===== src/rtl/timer_pkg.sv =====
// Shared types and constants for the calendar-chain control sequencer:
// state encoding, field indices, field maxima and the wrapped-increment helper.
package timer_pkg;

    typedef enum logic [1:0] {
        ST_IDLE = 2'd0,
        ST_RUN  = 2'd1,
        ST_EDIT = 2'd2
    } state_e;

    localparam logic [2:0] FLD_SEC   = 3'd0;
    localparam logic [2:0] FLD_MIN   = 3'd1;
    localparam logic [2:0] FLD_HOUR  = 3'd2;
    localparam logic [2:0] FLD_DAY   = 3'd3;
    localparam logic [2:0] FLD_MONTH = 3'd4;
    localparam logic [2:0] FLD_YEAR  = 3'd5;

    localparam logic [7:0] MAX_SEC   = 8'd59;
    localparam logic [7:0] MAX_MIN   = 8'd59;
    localparam logic [7:0] MAX_HOUR  = 8'd23;
    localparam logic [7:0] MAX_DAY   = 8'd29;
    localparam logic [7:0] MAX_MONTH = 8'd11;
    localparam logic [7:0] MAX_YEAR  = 8'd10;

    function automatic logic [7:0] field_max(input logic [2:0] sel);
        case (sel)
            FLD_SEC:   field_max = MAX_SEC;
            FLD_MIN:   field_max = MAX_MIN;
            FLD_HOUR:  field_max = MAX_HOUR;
            FLD_DAY:   field_max = MAX_DAY;
            FLD_MONTH: field_max = MAX_MONTH;
            FLD_YEAR:  field_max = MAX_YEAR;
            default:   field_max = 8'd0;
        endcase
    endfunction

    // Out-of-range values (corrupted chain contents) also fold back to zero.
    function automatic logic [7:0] wrap_inc(input logic [2:0] sel, input logic [7:0] val);
        logic [7:0] mx;
        mx = field_max(sel);
        if (val >= mx) begin
            wrap_inc = 8'd0;
        end else begin
            wrap_inc = val + 8'd1;
        end
    endfunction

endpackage


===== src/rtl/timer_ctrl_if.sv =====
// Front-panel pulses, chain field values and control outputs of the sequencer.
interface timer_ctrl_if;
    logic       btn_start;
    logic       btn_stop;
    logic       btn_mode;
    logic       btn_inc;
    logic       btn_clear;
    logic [7:0] cur_sec;
    logic [7:0] cur_min;
    logic [7:0] cur_hour;
    logic [7:0] cur_day;
    logic [7:0] cur_month;
    logic [7:0] cur_year;
    logic       tick;
    logic       clr;
    logic       ld_en;
    logic [2:0] ld_sel;
    logic [7:0] ld_val;
    logic [1:0] state;
    logic [2:0] edit_sel;

    modport master (
        output btn_start, btn_stop, btn_mode, btn_inc, btn_clear,
        output cur_sec, cur_min, cur_hour, cur_day, cur_month, cur_year,
        input  tick, clr, ld_en, ld_sel, ld_val, state, edit_sel
    );

    modport slave (
        input  btn_start, btn_stop, btn_mode, btn_inc, btn_clear,
        input  cur_sec, cur_min, cur_hour, cur_day, cur_month, cur_year,
        output tick, clr, ld_en, ld_sel, ld_val, state, edit_sel
    );
endinterface


===== src/rtl/timer_prescaler.sv =====
// Divides clk into one-second wrap pulses; counts only while enabled, sync clear wins.
module timer_prescaler #(
    parameter int unsigned TICK_DIV = 50_000_000
) (
    input  logic clk,
    input  logic reset,
    input  logic en,
    input  logic sclr,
    output logic wrap
);
    localparam int unsigned          CNT_W   = $clog2(TICK_DIV);
    localparam logic [CNT_W-1:0]     CNT_MAX = CNT_W'(TICK_DIV - 1);

    logic [CNT_W-1:0] count_r;

    // Wrap only on an enabled terminal-count cycle, so a held counter never pulses.
    always_comb begin
        if (en && (count_r == CNT_MAX)) begin
            wrap = 1'b1;
        end else begin
            wrap = 1'b0;
        end
    end

    // Counter register: clear, wrap to zero, advance, or hold.
    always_ff @(posedge clk or negedge reset) begin
        if (!reset) begin
            count_r <= {CNT_W{1'b0}};
        end else if (sclr) begin
            count_r <= {CNT_W{1'b0}};
        end else if (wrap) begin
            count_r <= {CNT_W{1'b0}};
        end else if (en) begin
            count_r <= count_r + CNT_W'(1);
        end else begin
            count_r <= count_r;
        end
    end
endmodule


===== src/rtl/timer_ctrl.sv =====
// Start/stop/clear/edit sequencer for the calendar counter chain; every output
// is registered and the time value itself lives in the chain, not here.
module timer_ctrl
    import timer_pkg::*;
#(
    parameter int unsigned TICK_DIV = 50_000_000
) (
    input  logic          clk,
    input  logic          reset,
    timer_ctrl_if.slave   bus
);
    state_e     state_r;
    state_e     state_nx_s;
    logic [2:0] edit_sel_r;
    logic [2:0] edit_sel_nx_s;
    logic       clr_nx_s;
    logic       ld_nx_s;
    logic [7:0] field_s;
    logic [7:0] ld_val_nx_s;
    logic       presc_en_s;
    logic       presc_sclr_s;
    logic       wrap_s;
    logic       tick_r;
    logic       clr_r;
    logic       ld_en_r;
    logic [2:0] ld_sel_r;
    logic [7:0] ld_val_r;

    // A stop or clear sampled on the wrap edge freezes the count and drops that tick.
    assign presc_en_s   = (state_r == ST_RUN) && !bus.btn_stop && !bus.btn_clear;
    assign presc_sclr_s = bus.btn_clear;

    timer_prescaler #(.TICK_DIV(TICK_DIV)) u_presc (
        .clk   (clk),
        .reset (reset),
        .en    (presc_en_s),
        .sclr  (presc_sclr_s),
        .wrap  (wrap_s)
    );

    // Select the chain field currently under edit.
    always_comb begin
        case (edit_sel_r)
            FLD_SEC:   field_s = bus.cur_sec;
            FLD_MIN:   field_s = bus.cur_min;
            FLD_HOUR:  field_s = bus.cur_hour;
            FLD_DAY:   field_s = bus.cur_day;
            FLD_MONTH: field_s = bus.cur_month;
            FLD_YEAR:  field_s = bus.cur_year;
            default:   field_s = 8'd0;
        endcase
    end

    assign ld_val_nx_s = wrap_inc(edit_sel_r, field_s);

    // Next state: only the highest-priority button acts (clear > stop > start > mode > inc).
    always_comb begin
        state_nx_s    = state_r;
        edit_sel_nx_s = edit_sel_r;
        clr_nx_s      = 1'b0;
        ld_nx_s       = 1'b0;
        if (bus.btn_clear) begin
            clr_nx_s      = 1'b1;
            state_nx_s    = ST_IDLE;
            edit_sel_nx_s = 3'd0;
        end else begin
            case (state_r)
                ST_IDLE: begin
                    if (bus.btn_stop) begin
                        state_nx_s = ST_IDLE;
                    end else if (bus.btn_start) begin
                        state_nx_s = ST_RUN;
                    end else if (bus.btn_mode) begin
                        state_nx_s    = ST_EDIT;
                        edit_sel_nx_s = 3'd0;
                    end else begin
                        state_nx_s = ST_IDLE;
                    end
                end
                ST_RUN: begin
                    if (bus.btn_stop) begin
                        state_nx_s = ST_IDLE;
                    end else begin
                        state_nx_s = ST_RUN;
                    end
                end
                ST_EDIT: begin
                    if (bus.btn_stop) begin
                        state_nx_s    = ST_IDLE;
                        edit_sel_nx_s = 3'd0;
                    end else if (bus.btn_start) begin
                        state_nx_s = ST_EDIT;
                    end else if (bus.btn_mode) begin
                        if (edit_sel_r == FLD_YEAR) begin
                            state_nx_s    = ST_IDLE;
                            edit_sel_nx_s = 3'd0;
                        end else begin
                            edit_sel_nx_s = edit_sel_r + 3'd1;
                        end
                    end else if (bus.btn_inc) begin
                        ld_nx_s = 1'b1;
                    end else begin
                        state_nx_s = ST_EDIT;
                    end
                end
                default: begin
                    state_nx_s    = ST_IDLE;
                    edit_sel_nx_s = 3'd0;
                end
            endcase
        end
    end

    // State and edit-field registers.
    always_ff @(posedge clk or negedge reset) begin
        if (!reset) begin
            state_r    <= ST_IDLE;
            edit_sel_r <= 3'd0;
        end else begin
            state_r    <= state_nx_s;
            edit_sel_r <= edit_sel_nx_s;
        end
    end

    // Output pulse registers; ld_sel/ld_val keep the last load between pulses.
    always_ff @(posedge clk or negedge reset) begin
        if (!reset) begin
            tick_r   <= 1'b0;
            clr_r    <= 1'b0;
            ld_en_r  <= 1'b0;
            ld_sel_r <= 3'd0;
            ld_val_r <= 8'd0;
        end else begin
            tick_r  <= wrap_s;
            clr_r   <= clr_nx_s;
            ld_en_r <= ld_nx_s;
            if (ld_nx_s) begin
                ld_sel_r <= edit_sel_r;
                ld_val_r <= ld_val_nx_s;
            end else begin
                ld_sel_r <= ld_sel_r;
                ld_val_r <= ld_val_r;
            end
        end
    end

    assign bus.tick     = tick_r;
    assign bus.clr      = clr_r;
    assign bus.ld_en    = ld_en_r;
    assign bus.ld_sel   = ld_sel_r;
    assign bus.ld_val   = ld_val_r;
    assign bus.state    = state_r;
    assign bus.edit_sel = edit_sel_r;
endmodule


===== src/flat_wrapper.sv =====
// flat-port wrapper written by rule: the top's interface ports become plain ports
module timer_ctrl_flat import timer_pkg::*;
#(
    parameter int unsigned TICK_DIV = 50_000_000
)
  (clk, reset, bus_btn_start, bus_btn_stop, bus_btn_mode, bus_btn_inc, bus_btn_clear, bus_cur_sec, bus_cur_min, bus_cur_hour, bus_cur_day, bus_cur_month, bus_cur_year, bus_tick, bus_clr, bus_ld_en, bus_ld_sel, bus_ld_val, bus_state, bus_edit_sel);
  timer_ctrl_if bus_i ();
  input  logic clk;
  input  logic reset;
  input wire logic [$bits(bus_i.btn_start)-1:0] bus_btn_start;
  input wire logic [$bits(bus_i.btn_stop)-1:0] bus_btn_stop;
  input wire logic [$bits(bus_i.btn_mode)-1:0] bus_btn_mode;
  input wire logic [$bits(bus_i.btn_inc)-1:0] bus_btn_inc;
  input wire logic [$bits(bus_i.btn_clear)-1:0] bus_btn_clear;
  input wire logic [$bits(bus_i.cur_sec)-1:0] bus_cur_sec;
  input wire logic [$bits(bus_i.cur_min)-1:0] bus_cur_min;
  input wire logic [$bits(bus_i.cur_hour)-1:0] bus_cur_hour;
  input wire logic [$bits(bus_i.cur_day)-1:0] bus_cur_day;
  input wire logic [$bits(bus_i.cur_month)-1:0] bus_cur_month;
  input wire logic [$bits(bus_i.cur_year)-1:0] bus_cur_year;
  output wire logic [$bits(bus_i.tick)-1:0] bus_tick;
  output wire logic [$bits(bus_i.clr)-1:0] bus_clr;
  output wire logic [$bits(bus_i.ld_en)-1:0] bus_ld_en;
  output wire logic [$bits(bus_i.ld_sel)-1:0] bus_ld_sel;
  output wire logic [$bits(bus_i.ld_val)-1:0] bus_ld_val;
  output wire logic [$bits(bus_i.state)-1:0] bus_state;
  output wire logic [$bits(bus_i.edit_sel)-1:0] bus_edit_sel;
  assign bus_i.btn_start = bus_btn_start;
  assign bus_i.btn_stop = bus_btn_stop;
  assign bus_i.btn_mode = bus_btn_mode;
  assign bus_i.btn_inc = bus_btn_inc;
  assign bus_i.btn_clear = bus_btn_clear;
  assign bus_i.cur_sec = bus_cur_sec;
  assign bus_i.cur_min = bus_cur_min;
  assign bus_i.cur_hour = bus_cur_hour;
  assign bus_i.cur_day = bus_cur_day;
  assign bus_i.cur_month = bus_cur_month;
  assign bus_i.cur_year = bus_cur_year;
  assign bus_tick = bus_i.tick;
  assign bus_clr = bus_i.clr;
  assign bus_ld_en = bus_i.ld_en;
  assign bus_ld_sel = bus_i.ld_sel;
  assign bus_ld_val = bus_i.ld_val;
  assign bus_state = bus_i.state;
  assign bus_edit_sel = bus_i.edit_sel;
  timer_ctrl #(.TICK_DIV(TICK_DIV)) u_core (.clk(clk), .reset(reset), .bus(bus_i));
endmodule

===== config.mk =====
export PLATFORM = sky130hd
export DESIGN_NAME = timer_ctrl_flat
export DESIGN_NICKNAME = d
export VERILOG_FILES = /design/src/rtl/timer_pkg.sv /design/src/rtl/timer_ctrl_if.sv /design/src/rtl/timer_prescaler.sv /design/src/rtl/timer_ctrl.sv /design/src/flat_wrapper.sv
export SDC_FILE = /design/constraint.sdc
export NUM_CORES = 1
export LEC_CHECK = 0
export BUFFER_PORTS_ARGS = -buffer_cell sky130_fd_sc_hd__clkbuf_2
export CORE_MARGIN = 5
export CORE_UTILIZATION = 50
export CTS_BUF_LIST = sky130_fd_sc_hd__clkbuf_8
export DETAILED_ROUTE_END_ITERATION = 12
export GPL_TIMING_DRIVEN = 0
export PLACE_DENSITY_LB_ADDON = 0.15
export SYNTH_ARGS = -nofsm -noshare
export SYNTH_HDL_FRONTEND = slang
export SYNTH_SLANG_ARGS = --single-unit
export TNS_END_PERCENT = 50

===== constraint.sdc =====
create_clock -name clk -period 3.2 [get_ports clk]
set_clock_uncertainty 0.15 [all_clocks]
set_input_delay 0.32 -clock clk [delete_from_list [all_inputs] [get_ports clk]]
set_output_delay 0.32 -clock clk [all_outputs]
set_load 0.005 [all_outputs]

==> results of run 1 <==
state kept, by name, summed over array words and instances (netlist names):
| signal | flops |
|---|---|
| u_core.bus.tick | 1 |
| u_core.bus.ld_val | 8 |
| u_core.bus.ld_en | 1 |
| u_core.bus.state | 2 |
| u_core.bus.clr | 1 |
| u_core.u_presc.count_r | 26 |
| u_core.bus.edit_sel | 3 |
| u_core.bus.ld_sel | 3 |
per-stage QoR:
step	worst slack (ps)	TNS [ps]
6_report	179	0
5_1_grt	23.8	0
4_1_cts	3.66	0
3_5_place_dp	-551	-3090
3_3_place_gp	-541	-2910
2_1_floorplan	38.7	0
per-layer routing:
layer / wire [µm] / share of wire / up-vias / global-route usage
li1: - / - / 1413 / -
met1: 3530 / 0.45 / 1354 / 0.298
met2: 3760 / 0.48 / 76 / 0.333
met3: 508 / 0.065 / 6 / 0.0399
met4: 54 / 0.0069 / 0 / 0.0382
met5: 0 / 0 / - / 0
cells by family (layout without fill, tap and decap cells):
logic type                 after synthesis  count (layout)
and+or+nand+nor                        138             138
xor gates and xnor gates                 9               9
muxes                                   11              11
adders and majority gates                9               9
buffers and inverters                   28             113
DFF                                     45              45
AOI/OAI and AO/OA                       90              90
final cells by class:
cell class	count	share of cell area
inverter	9	0.00989
tap	75	0.0256
clock buffer	6	0.0225
timing repair buffer	80	0.114
clock inverter	2	0.00921
multi-input combinational	257	0.479
sequential	45	0.307
buffer	16	0.0327
synth_stat cells, types with 3 or more instances:
cell type	count	share of area
nand2_1	31	0.039
nand4_1	8	0.017
and2_1	6	0.013
nor3_1	7	0.012
xnor2_1	7	0.021
or2_2	4	0.0085
a31oi_1	20	0.042
a21oi_1	15	0.025
o31ai_1	3	0.0076
and3_1	8	0.017
nor2b_1	3	0.0064
ha_1	9	0.038
clkbuf_1	10	0.013
nand3_1	14	0.024
a32o_1	3	0.010
nor4_1	5	0.011
o22ai_1	3	0.0064
inv_1	9	0.011
nor2_1	23	0.029
buf_2	6	0.010
mux2i_1	9	0.031
o21ai_0	15	0.025
nand2b_1	6	0.013
nand3b_1	9	0.023
dfrtp_1	45	0.38
a22o_1	10	0.030
power by group:
part	leakage [nW]	switching [mW]	internal, mW	total, mW
Sequential	0.624	0.00334	0.572	0.575
Clock	0.0626	0.194	0.252	0.445
Combinational	0.985	0.0651	0.0560	0.121
Total	1.67	0.262	0.879	1.14
worst paths after layout:
path / from / end / slack [ps] / cells past startpoint
min in group clk: bus_btn_clear / u_core.bus.clr / 90 / 1
max in group asynchronous: reset / u_core.bus.edit_sel[1] / 2080 / 1
max: u_core.bus.edit_sel[0] / u_core.bus.ld_val[3] / 180 / 13
max reg2reg: u_core.bus.edit_sel[0] / u_core.bus.ld_val[3] / 180 / 13
min reg2reg: u_core.bus.ld_val[2] / u_core.bus.ld_val[2] / 330 / 2
min: reset / u_core.u_presc.count_r[16] / 70 / 1
what timing repair did:
action,CTS,global route
endpoints found under the hold margin,0,0
buffers inserted,2,5
setup endpoints to repair,7,7
pin swaps,4,4
hold buffers,0,0
gates resized for setup,15,12
==> qor.tcl, run 1 <==
set qor(synth-edff-count) 0
set qor(nFillCells) 520
set qor(cts-buffers-inserted) 5
set qor(layout-drive-gt1-share) 0.284
set qor(grt_max_degree) 46
set qor(ant_nets) 0
set qor(post_synthesis_cells) 330
set qor(register_area_um2) 1130
set qor(post_drt_wl_per_cell_um) 16.0
set qor(syn-cell-area_um2) 2950
set qor(layout.core_utilization) 0.631
set qor(layout.cells.most_common) {clkbuf_2}
set qor(finalMaxSlewViolations) 0
set qor(layout.nets) 478
set qor(p_leak_nw) 1.67
set qor(via_count_of_the_first_global_routing_pass) 2620
set qor(synth-seq-cells) 45
set qor(die_area_um2) 7530
set qor(final.period_utilization) 0.944
set qor(critical_path.cell_chain) {buf_12, inv_2, nor2_2, ha_2, buf_6, and2_1, a221o_1, or2_2, ha_1, a21o_1, a31oi_1, o21ai_2, o31ai_1}
set qor(cp.required_ps) 3260
set qor(worst_ep_arrival_time_ps) 3080
set qor(detailedRoute.firstIterationViolations) 193
set qor(fmax_mhz) 331
set qor(synth_nets) 394
set qor(drt-pass1-iter-count) 4
set qor(layoutNonFillerInstCount) 490
set qor(gpl.final_weighted_congestion) 0.906
set qor(die_width_um) 86.8
set qor(cts_num_sinks) 45
set qor(cts.reportedPaths.clkPinSlew_ps) 90
set qor(worstSkewPairLatency_ps) 300
set qor(grt.overflow.total) 0
set qor(synth-warning-count) 0
set qor(die_h_um) 86.8
set qor(placement.io_buffers) 73
set qor(crit_path_max_incr_delay_ps) 430
set qor(cell_rows) 28
set qor(rsz0062_at_grt) {no}
set qor(run_status) {finished, final reports clean}
set qor(number_of_remaining_drc_errors) 0
set qor(place_hpwl_mm) 5.74
set qor(crit_family) {compound AO/OA/AOI/OAI gates}
set qor(global_route_wire_length_before_repair_mm) 12.6
set qor(synth_xor_area_frac) 0.0267
set qor(cts.root.buffer_cell) {clkbuf_8}
set qor(synthAdderAreaFrac) 0.0382
set qor(ir_drop_mv) 0.182
set qor(setup.worst_path.end_class) {flip-flop}
set qor(area_of_all_placed_cells_without_fillers_um2) 3670
set qor(cts.path.max_buffers) 2
set qor(post-layout-total-power_mw) 1.14
set qor(insertedDiodeCount) 0
set qor(synth_ff_type) {dfrtp_1}
set qor(final_cell_mix) {clkbuf_2 (73), dfrtp_1 (44), nand2_1 (31)}
set qor(final_min_period_ps) 3020
set qor(synth.yosys.seq_area_share) 0.382
set qor(worstSetupPathType) {reg2reg}
set qor(dp_cells) 478
set qor(coreArea_um2) 5820
set qor(yosys.area_share.simple) 0.255
set qor(multi_input_comb_area_um2) 1760
set qor(slew_headroom) 0.258
set qor(grt_util_all_layers) 0.209
set qor(synth_compound_gate_area_share) 0.216
set qor(dr_total_vias) 2849
set qor(initial_utilization) 0.507
set qor(holdCritPathClass) {in2async}
set qor(async_flop_share) 1.00
set qor(tritoncts) {built}
set qor(synthDistinctLibCells) 56
set qor(cts.htree.levels) 2
set qor(worstPathBufferInverterCount) 3
set qor(worst-path-max-fanout) 10
set qor(drt_via_density) 5.81
set qor(floorplan.io_pins) 74
set qor(synth_top_family_by_area) {simple AND/OR/NAND/NOR gates}
set qor(report.final.hold_viol_count) 0
set qor(power.density_nw_per_um2) 311
set qor(whs_ps) 67.2
set qor(grt_antenna_before_repair) 0
set qor(worst-slew-pin-transition_ps) 1110
set qor(finalSetupViolations) 0
set qor(wirelength_mm) 7.85
set qor(synthMuxAreaShare) 0.0382
set qor(critical-path-slowest-cell) {dfrtp_1}
set qor(synthToLayoutAreaGrowth_pct) 24.4
set qor(post_dp_cell_area_um2) 3420
set qor(critPathLaunchType) {flip-flop}
set qor(post_synth.cell_area_avg_um2) 8.94
set qor(drv_cap) 0
(Power assumes the default switching activity.)
==> inputs of run 2 (changes only) <==
--- a/config.mk
+++ b/config.mk
@@ -5,6 +5,7 @@
 export SDC_FILE = /design/constraint.sdc
 export NUM_CORES = 1
 export LEC_CHECK = 0
+export ABC_AREA = 1
 export BUFFER_PORTS_ARGS = -buffer_cell sky130_fd_sc_hd__clkbuf_2
 export CORE_MARGIN = 5
 export CORE_UTILIZATION = 50
==> run 2 against run 1 <==
Net effect:
- non-clock buffer count fell by 11
- cell area rose by 6.4%
- worst setup slack improved by 190 ps
- synthesized cell count rose by 46%
- cell count rose by 31%
- routed wire length rose by 14%
- worst hold slack improved by 6.1 ps
- fmax rose by 6.9%
- critical endpoint is now u_core.bus.ld_val[5]
==> qor.tcl, run 2 <==
set qor(run_status) {finished, final reports clean} ;# unchanged
set qor(totalNegativeSetupSlack_ps) 0 ;# unchanged
set qor(gpl.final_weighted_congestion) 0.934 ;# was 0.906
set qor(largest_reg_flops) 26 ;# unchanged
set qor(post_drt_wl_per_cell_um) 14.0 ;# was 16.0 µm
set qor(crit_cells) 13 ;# unchanged
set qor(grt_max_degree) 46 ;# unchanged
set qor(worst-path-max-fanout) 11 ;# was 10
set qor(share_clk_of_total_power) 0.366 ;# was 0.390
set qor(netlist_top_cells_count) {nand2_1 (144), inv_1 (54), nand3_1 (48), dfrtp_1 (45), nor2_1 (38)} ;# was dfrtp_1 (45), nand2_1 (31), nor2_1 (23), a31oi_1 (20)
set qor(cts_hold_buffers) 0 ;# unchanged
set qor(placement.io_buffers) 73 ;# unchanged
set qor(dp_cells) 633 ;# was 478
set qor(cts.repair_timing.setup_buffer_count) 0 ;# was 2
set qor(ir_drop_mv) 0.242 ;# was 0.182 mV
set qor(synth_ff_type) {dfrtp_1} ;# unchanged
set qor(nFillCells) 629 ;# was 520
set qor(power.share.sequential) 0.478 ;# was 0.504
set qor(floorplan.io_pins) 74 ;# unchanged
set qor(cts-buffers-inserted) 5 ;# unchanged
set qor(tritoncts) {built} ;# unchanged
set qor(cts.htree.levels) 2 ;# unchanged
set qor(slew_headroom) 0.242 ;# was 0.258
set qor(synth-seq-cells) 45 ;# unchanged
set qor(detailedRoute.firstIterationViolations) 247 ;# was 193
set qor(drt_via_density) 5.31 ;# was 5.81
set qor(p_int_mw) 0.881 ;# was 0.879 mW
set qor(layout.nets) 626 ;# was 478
set qor(yosys.cell_count.top_type) {nand2_1} ;# was dfrtp_1
set qor(crit_path_max_incr_delay_ps) 540 ;# was 430 ps
set qor(grt_antenna_before_repair) 0 ;# unchanged
set qor(number_of_remaining_drc_errors) 0 ;# unchanged
set qor(synthTopCellsByArea) {dfrtp_1 (34%), nand2_1 (16%), nand3_1 (7.2%)} ;# was dfrtp_1 (38%), a31oi_1 (4.2%), nand2_1 (3.9%)
set qor(sw_frac_of_total) 0.274 ;# was 0.230
set qor(post_synth.cell_area_avg_um2) 6.90 ;# was 8.94 µm²
set qor(power.density_nw_per_um2) 311 ;# about the same
set qor(crit_family) {simple AND/OR/NAND/NOR gates} ;# was compound AO/OA/AOI/OAI gates
set qor(async_flop_share) 1.00 ;# unchanged
set qor(worstPathBufferInverterCount) 1 ;# was 3
set qor(syn-cell-area_um2) 3330 ;# was 2950 µm²
set qor(grt.overflow.total) 0 ;# unchanged
set qor(drv_cap) 0 ;# unchanged
set qor(p_leak_nw) 2.00 ;# was 1.67 nW
set qor(reg2reg_to) {u_core.bus.ld_val[5]} ;# was u_core.bus.ld_val[3]
set qor(cts.path.max_buffers) 2 ;# unchanged
set qor(crit_top_cell) {nand2_1}
set qor(synthDistinctLibCells) 35 ;# was 56
set qor(cts_resized) 0 ;# was 15
set qor(final_min_period_ps) 2830 ;# was 3020 ps
set qor(rr_startpoint) {u_core.bus.edit_sel[2]} ;# was u_core.bus.edit_sel[0]
set qor(worst-slew-pin-transition_ps) 1140 ;# was 1110 ps
set qor(dr_total_vias) 3401 ;# was 2849
set qor(regMostFlops) {u_core.u_presc.count_r} ;# unchanged
set qor(wirelength_mm) 8.96 ;# was 7.85 mm
set qor(critPathLaunchType) {flip-flop} ;# unchanged
set qor(cp.required_ps) 3300 ;# was 3260 ps
set qor(global_route_wire_length_before_repair_mm) 14.8 ;# was 12.6 mm
set qor(report.final.hold_viol_count) 0 ;# unchanged
set qor(cell_rows) 29 ;# was 28
set qor(cts.reportedPaths.clkPinSlew_ps) 90 ;# about the same
set qor(setup.worst_path.end_class) {flip-flop} ;# unchanged
set qor(die_width_um) 91.6 ;# was 86.8 µm
set qor(die_h_um) 91.6 ;# was 86.8 µm
set qor(setup.reg_to_reg.worst_slack_ps) 370 ;# was 180 ps
set qor(initial_utilization) 0.519 ;# was 0.507
set qor(worst_ep_arrival_time_ps) 2930 ;# was 3080 ps
set qor(synth.yosys.seq_area_share) 0.338 ;# was 0.382
set qor(grt_util_all_layers) 0.214 ;# was 0.209
set qor(holdCritPathClass) {in2async} ;# unchanged
set qor(coreArea_um2) 6420 ;# was 5820 µm²
set qor(synth_nets) 547 ;# was 394
set qor(cts_num_sinks) 45 ;# unchanged
set qor(timing.reg2reg.worst_path_depth) 13 ;# unchanged
set qor(worstSkewPairLatency_ps) 300 ;# about the same
set qor(synth-edff-count) 0 ;# unchanged
set qor(layout-drive-gt1-share) 0.242 ;# was 0.284
set qor(finalSetupViolations) 0 ;# unchanged
set qor(post_synthesis_cells) 483 ;# was 330
set qor(finalMaxSlewViolations) 0 ;# unchanged
set qor(insertedDiodeCount) 0 ;# unchanged
set qor(layoutNonFillerInstCount) 640 ;# was 490
set qor(final.period_utilization) 0.884 ;# was 0.944
set qor(p_comb_frac) 0.157 ;# was 0.106
set qor(place_hpwl_mm) 7.06 ;# was 5.74 mm
set qor(synth-warning-count) 0 ;# unchanged
set qor(final_cell_mix) {nand2_1 (144), clkbuf_2 (73), inv_1 (54)} ;# was clkbuf_2 (73), dfrtp_1 (44), nand2_1 (31)
set qor(total_switching_power_mw) 0.333 ;# was 0.262 mW
set qor(synth.top_cell.area_share) 0.338 ;# was 0.382
set qor(drt-pass1-iter-count) 5 ;# was 4
set qor(synthToLayoutAreaGrowth_pct) 17.1 ;# was 24.4%
set qor(ant_nets) 0 ;# unchanged
set qor(rsz0062_at_grt) {no} ;# unchanged
set qor(crit_path_from) {u_core.bus.edit_sel[2]} ;# was u_core.bus.edit_sel[0]
set qor(layout.cells.most_common) {nand2_1} ;# was clkbuf_2
set qor(fmax_mhz) 354 ;# was 331 MHz
set qor(critical-path-slowest-cell) {dfrtp_1} ;# unchanged
set qor(setup.worst_path.end) {u_core.bus.ld_val[5]} ;# was u_core.bus.ld_val[3]
set qor(via_count_of_the_first_global_routing_pass) 3059 ;# was 2620
set qor(die_area_um2) 8400 ;# was 7530 µm²
set qor(cts.root.buffer_cell) {clkbuf_8} ;# unchanged
set qor(critical_path.cell_chain) {inv_2, ha_1, nand2_1, nand2_1, nor2_1, nand2_2, ha_1, and3_1, a21oi_1, a21oi_1, nor2_4, nand3_1, nand2_1} ;# was buf_12, inv_2, nor2_2, ha_2, buf_6, and2_1, a221o_1, or2_2, ha_1, a21o_1, a31oi_1, o21ai_2, o31ai_1
set qor(worstSetupPathType) {reg2reg} ;# unchanged
set qor(netlist.top_cell.by_area) {dfrtp_1} ;# unchanged
## run 2: cell families after synthesis
logic type	after synthesis	synth area share
simple gates	298	0.426
buf+inv	75	0.0968
flops	45	0.338
compound gates	44	0.0743
xor+xnor	12	0.0315
fa+ha+maj	9	0.0338
## run 2: final cells by class
class,instances,area (µm²),share of cell area
Sequential cell,45,1130,0.288
Clock buffer,5,68.8,0.0176
Clock inverter,3,43.8,0.0112
Buffer,12,86.3,0.0221
Timing Repair Buffer,73,365,0.0936
Tap cell,77,96.3,0.0247
Inverter,62,233,0.0596
Multi-Input combinational cell,363,1880,0.483
## run 2: worst reg2reg max path: cells and delay by family, from the launching register on
kind | cells | cell delay (ps)
AO/OA/AOI/OAI | 2 | 260
adder cells (fa/ha/maj) | 2 | 740
buffers and inverters | 1 | 130
flip-flops | 1 | 540
AND/OR/NAND/NOR | 8 | 970
## run 2: through the flow
stage	power (mW)	hold WS, ps	util	instance area, µm²	setup WS [ps]
floorplan	0.699	-126	-	3330	648
global placement	0.779	313	0.591	3790	322
detailed placement	0.781	314	0.591	3790	256
CTS	1.23	79.4	0.608	3910	281
global route	1.27	85.1	0.608	3900	74.4
finish	1.21	73.3	0.608	3900	373
## run 2: power by group through the flow
stage / Sequential (mW) / Clock (mW) / Combinational [mW]
2_1_floorplan: 0.591 / 0 / 0.107
3_3_place_gp: 0.591 / 0 / 0.188
3_5_place_dp: 0.591 / 0 / 0.190
4_1_cts: 0.580 / 0.460 / 0.192
5_1_grt: 0.581 / 0.477 / 0.213
6_report: 0.580 / 0.444 / 0.190
## run 2: layer usage
metal,up-vias,routed length (µm),track usage
li1,1716,-,-
met1,1574,4000,0.305
met2,104,4220,0.340
met3,7,651,0.0417
met4,0,89,0.0402
met5,-,0,0
## run 2: worst min-delay path by stage
| stage | slack [ps] | endpoint | start |
|---|---|---|---|
| 2_1_floorplan | -130 | u_core.bus.clr | reset |
| 3_3_place_gp | 310 | u_core.bus.ld_val[4] | u_core.bus.ld_val[4] |
| 3_5_place_dp | 310 | u_core.bus.ld_val[3] | u_core.bus.ld_val[3] |
| 4_1_cts | 80 | u_core.bus.clr | bus_btn_clear |
| 5_1_grt | 90 | u_core.bus.clr | bus_btn_clear |
| 6_report | 70 | u_core.u_presc.count_r[13] | reset |
==> inputs of run 3 (changes only) <==
--- a/config.mk
+++ b/config.mk
@@ -7,8 +7,10 @@
 export LEC_CHECK = 0
 export ABC_AREA = 1
 export BUFFER_PORTS_ARGS = -buffer_cell sky130_fd_sc_hd__clkbuf_2
+export CELL_PAD_IN_SITES_DETAIL_PLACEMENT = 0
+export CELL_PAD_IN_SITES_GLOBAL_PLACEMENT = 1
 export CORE_MARGIN = 5
-export CORE_UTILIZATION = 50
+export CORE_UTILIZATION = 36
 export CTS_BUF_LIST = sky130_fd_sc_hd__clkbuf_8
 export DETAILED_ROUTE_END_ITERATION = 12
 export GPL_TIMING_DRIVEN = 0
==> run 3 against run 2 <==
Net effect:
- cell area grew 1.9%
- first-iteration DRC count shrank 35%
- non-clock buffer count grew 2
- power grew 0.86%
- fmax shrank 0.55%
- die area grew 34%
- sequential share of layout area shrank 0.53 points
- register-to-register slack lost 20 ps
- flip-flop and latch count is the same
==> qor.tcl, run 3 (synthesis results as in run 2) <==
set qor(run_status) {finished, final reports clean} ;# unchanged
set qor(post_dp_cell_area_um2) 3840 ;# was 3790 µm²
set qor(cts.path.max_buffers) 2 ;# unchanged
set qor(rsz0062_at_grt) {no} ;# unchanged
set qor(cts-buffers-inserted) 5 ;# unchanged
set qor(slew_headroom) 0.612 ;# was 0.242
set qor(p_leak_nw) 2.01 ;# was 2.00 nW
set qor(grt_antenna_before_repair) 0 ;# unchanged
set qor(gpl.final_weighted_congestion) 0.910 ;# was 0.934
set qor(synthToLayoutAreaGrowth_pct) 19.3 ;# was 17.1%
set qor(totalNegativeSetupSlack_ps) 0 ;# unchanged
set qor(die_h_um) 106 ;# was 91.6 µm
set qor(final.period_utilization) 0.888 ;# was 0.884
set qor(critPathLaunchType) {flip-flop} ;# unchanged
set qor(cts_num_sinks) 45 ;# unchanged
set qor(tritoncts) {built} ;# unchanged
set qor(insertedDiodeCount) 0 ;# unchanged
set qor(worst_ep_arrival_time_ps) 2930 ;# about the same
set qor(cts.reportedPaths.clkPinSlew_ps) 100 ;# was 90 ps
set qor(number_of_remaining_drc_errors) 0 ;# unchanged
set qor(worstSetupPathType) {reg2reg} ;# unchanged
set qor(dr_total_vias) 3319 ;# was 3401
set qor(global_route_wire_length_before_repair_mm) 15.9 ;# was 14.8 mm
set qor(crit_path_max_incr_delay_ps) 560 ;# was 540 ps
set qor(largest_reg_flops) 26 ;# unchanged
set qor(grt_max_degree) 46 ;# unchanged
set qor(cts.htree.levels) 2 ;# unchanged
set qor(drt-pass1-iter-count) 4 ;# was 5
set qor(ir_drop_mv) 0.232 ;# was 0.242 mV
set qor(floorplan.io_pins) 74 ;# unchanged
set qor(grt.overflow.total) 0 ;# unchanged
set qor(cts.root.buffer_cell) {clkbuf_8} ;# unchanged
set qor(finalMaxSlewViolations) 0 ;# unchanged
set qor(area_of_all_placed_cells_without_fillers_um2) 3980 ;# was 3900 µm²
set qor(via_count_of_the_first_global_routing_pass) 3215 ;# was 3059
set qor(die_width_um) 106 ;# was 91.6 µm
set qor(ant_nets) 0 ;# unchanged
set qor(place_hpwl_mm) 7.35 ;# was 7.06 mm
set qor(hold_depth) 1
set qor(whs_ps) 87.7 ;# was 73.3 ps
set qor(worst-path-max-fanout) 11 ;# unchanged
set qor(die_area_um2) 11300 ;# was 8400 µm²
set qor(cts.repair_timing.setup_buffer_count) 0 ;# unchanged
set qor(worst-slew-pin-transition_ps) 583 ;# was 1140 ps
set qor(grt_util_all_layers) 0.172 ;# was 0.214
set qor(placement.io_buffers) 73 ;# unchanged
set qor(post_drt_wl_per_cell_um) 14.0 ;# about the same
set qor(layout.nets) 628 ;# was 626
set qor(regMostFlops) {u_core.u_presc.count_r} ;# unchanged
set qor(cp.required_ps) 3290 ;# was 3300 ps
set qor(wirelength_mm) 9.43 ;# was 8.96 mm
set qor(final_cell_mix) {nand2_1 (144), clkbuf_2 (72), inv_1 (54)} ;# was nand2_1 (144), clkbuf_2 (73), inv_1 (54)
set qor(power.density_nw_per_um2) 308 ;# was 311 nW/µm²
set qor(critical-path-slowest-cell) {dfrtp_1} ;# unchanged
set qor(layout.cells.most_common) {nand2_1} ;# unchanged
set qor(post-layout-total-power_mw) 1.22 ;# was 1.21 mW
set qor(drt_via_density) 4.91 ;# was 5.31
set qor(holdCritPathClass) {in2reg} ;# was in2async
set qor(setup.worst_path.end_class) {flip-flop} ;# unchanged
set qor(critical_path.cell_chain) {inv_2, ha_1, nand2_1, nand2_1, nor2_1, nand2_2, ha_1, and3_1, a21oi_1, a21oi_1, nor2_4, nand3_1, nand2_1} ;# unchanged
set qor(initial_utilization) 0.364 ;# was 0.519
set qor(crit_top_cell) {nand2_1} ;# unchanged
set qor(worstSkewPairLatency_ps) 310 ;# was 300 ps
set qor(finalSetupViolations) 0 ;# unchanged
set qor(layout-drive-gt1-share) 0.242 ;# about the same
set qor(cell_rows) 35 ;# was 29
set qor(fmax_mhz) 352 ;# was 354 MHz
set qor(final_min_period_ps) 2840 ;# was 2830 ps
set qor(report.final.hold_viol_count) 0 ;# unchanged
set qor(timing.reg2reg.worst_path_depth) 13 ;# unchanged
set qor(drv_cap) 0 ;# unchanged
set qor(detailedRoute.firstIterationViolations) 160 ;# was 247
set qor(coreArea_um2) 9150 ;# was 6420 µm²
run 3: cell count changes in the layout (fill, tap and decap cells not counted), sizes merged:
cell | previous run | this run
dlygate4sd3 | 0 | 1
buf | 9 | 11
clkbuf | 81 | 80
run 3: area by class of cell:
| class | instances | area [µm²] |
|---|---|---|
| repair buffers | 75 | 395 |
| flip-flops and latches | 45 | 1130 |
| clock buffers | 5 | 68.8 |
| multi-input cells | 363 | 1880 |
| well taps | 111 | 139 |
| inverters | 62 | 233 |
| clock inverters | 3 | 43.8 |
| fillers | 981 | 5180 |
| plain buffers | 12 | 86.3 |
run 3: where the power goes:
group,internal (mW),switching [mW],total [mW]
clock,0.235,0.215,0.450
sequential,0.575,0.00474,0.580
combinational,0.0749,0.120,0.195
total,0.884,0.340,1.22
run 3: layer usage:
layer | global-route usage | vias to the layer above | wire [µm]
met3 | 0.0298 | 6 | 613
li1 | - | 1721 | -
met5 | 0 | - | 0
met4 | 0.0278 | 0 | 63
met2 | 0.267 | 91 | 4200
met1 | 0.253 | 1501 | 4560
run 3: final timing paths:
path | start | to | slack, ps
max | u_core.bus.edit_sel[2] | u_core.bus.ld_val[6] | 360
min | bus_btn_clear | u_core.bus.clr | 90
max reg2reg | u_core.bus.edit_sel[2] | u_core.bus.ld_val[6] | 360
min reg2reg | u_core.bus.ld_sel[1] | u_core.bus.ld_sel[1] | 340
max in group asynchronous | reset | u_core.u_presc.count_r[2] | 2160
min in group asynchronous | reset | u_core.bus.ld_en | 250
run 3: repair_timing:
action,CTS,global route
endpoints found under the setup margin,0,7
gates resized for setup,0,0
endpoints found under the hold margin,0,9
hold buffers,0,1
run 3: critical path, delay by kind of cell (launching register included):
| kind | cells | cell delay [ps] |
|---|---|---|
| simple gates | 8 | 990 |
| buf+inv | 1 | 140 |
| flops | 1 | 560 |
| fa+ha+maj | 2 | 710 |
| compound gates | 2 | 230 |
run 3: stage by stage:
step,setup slack (ps),utilization,std cells
after floorplan,648,-,483
after global routing,75.4,0.434,676
after detailed placement,262,0.419,667
after CTS,239,0.432,675
after global placement,245,0.419,667
final,357,0.434,676
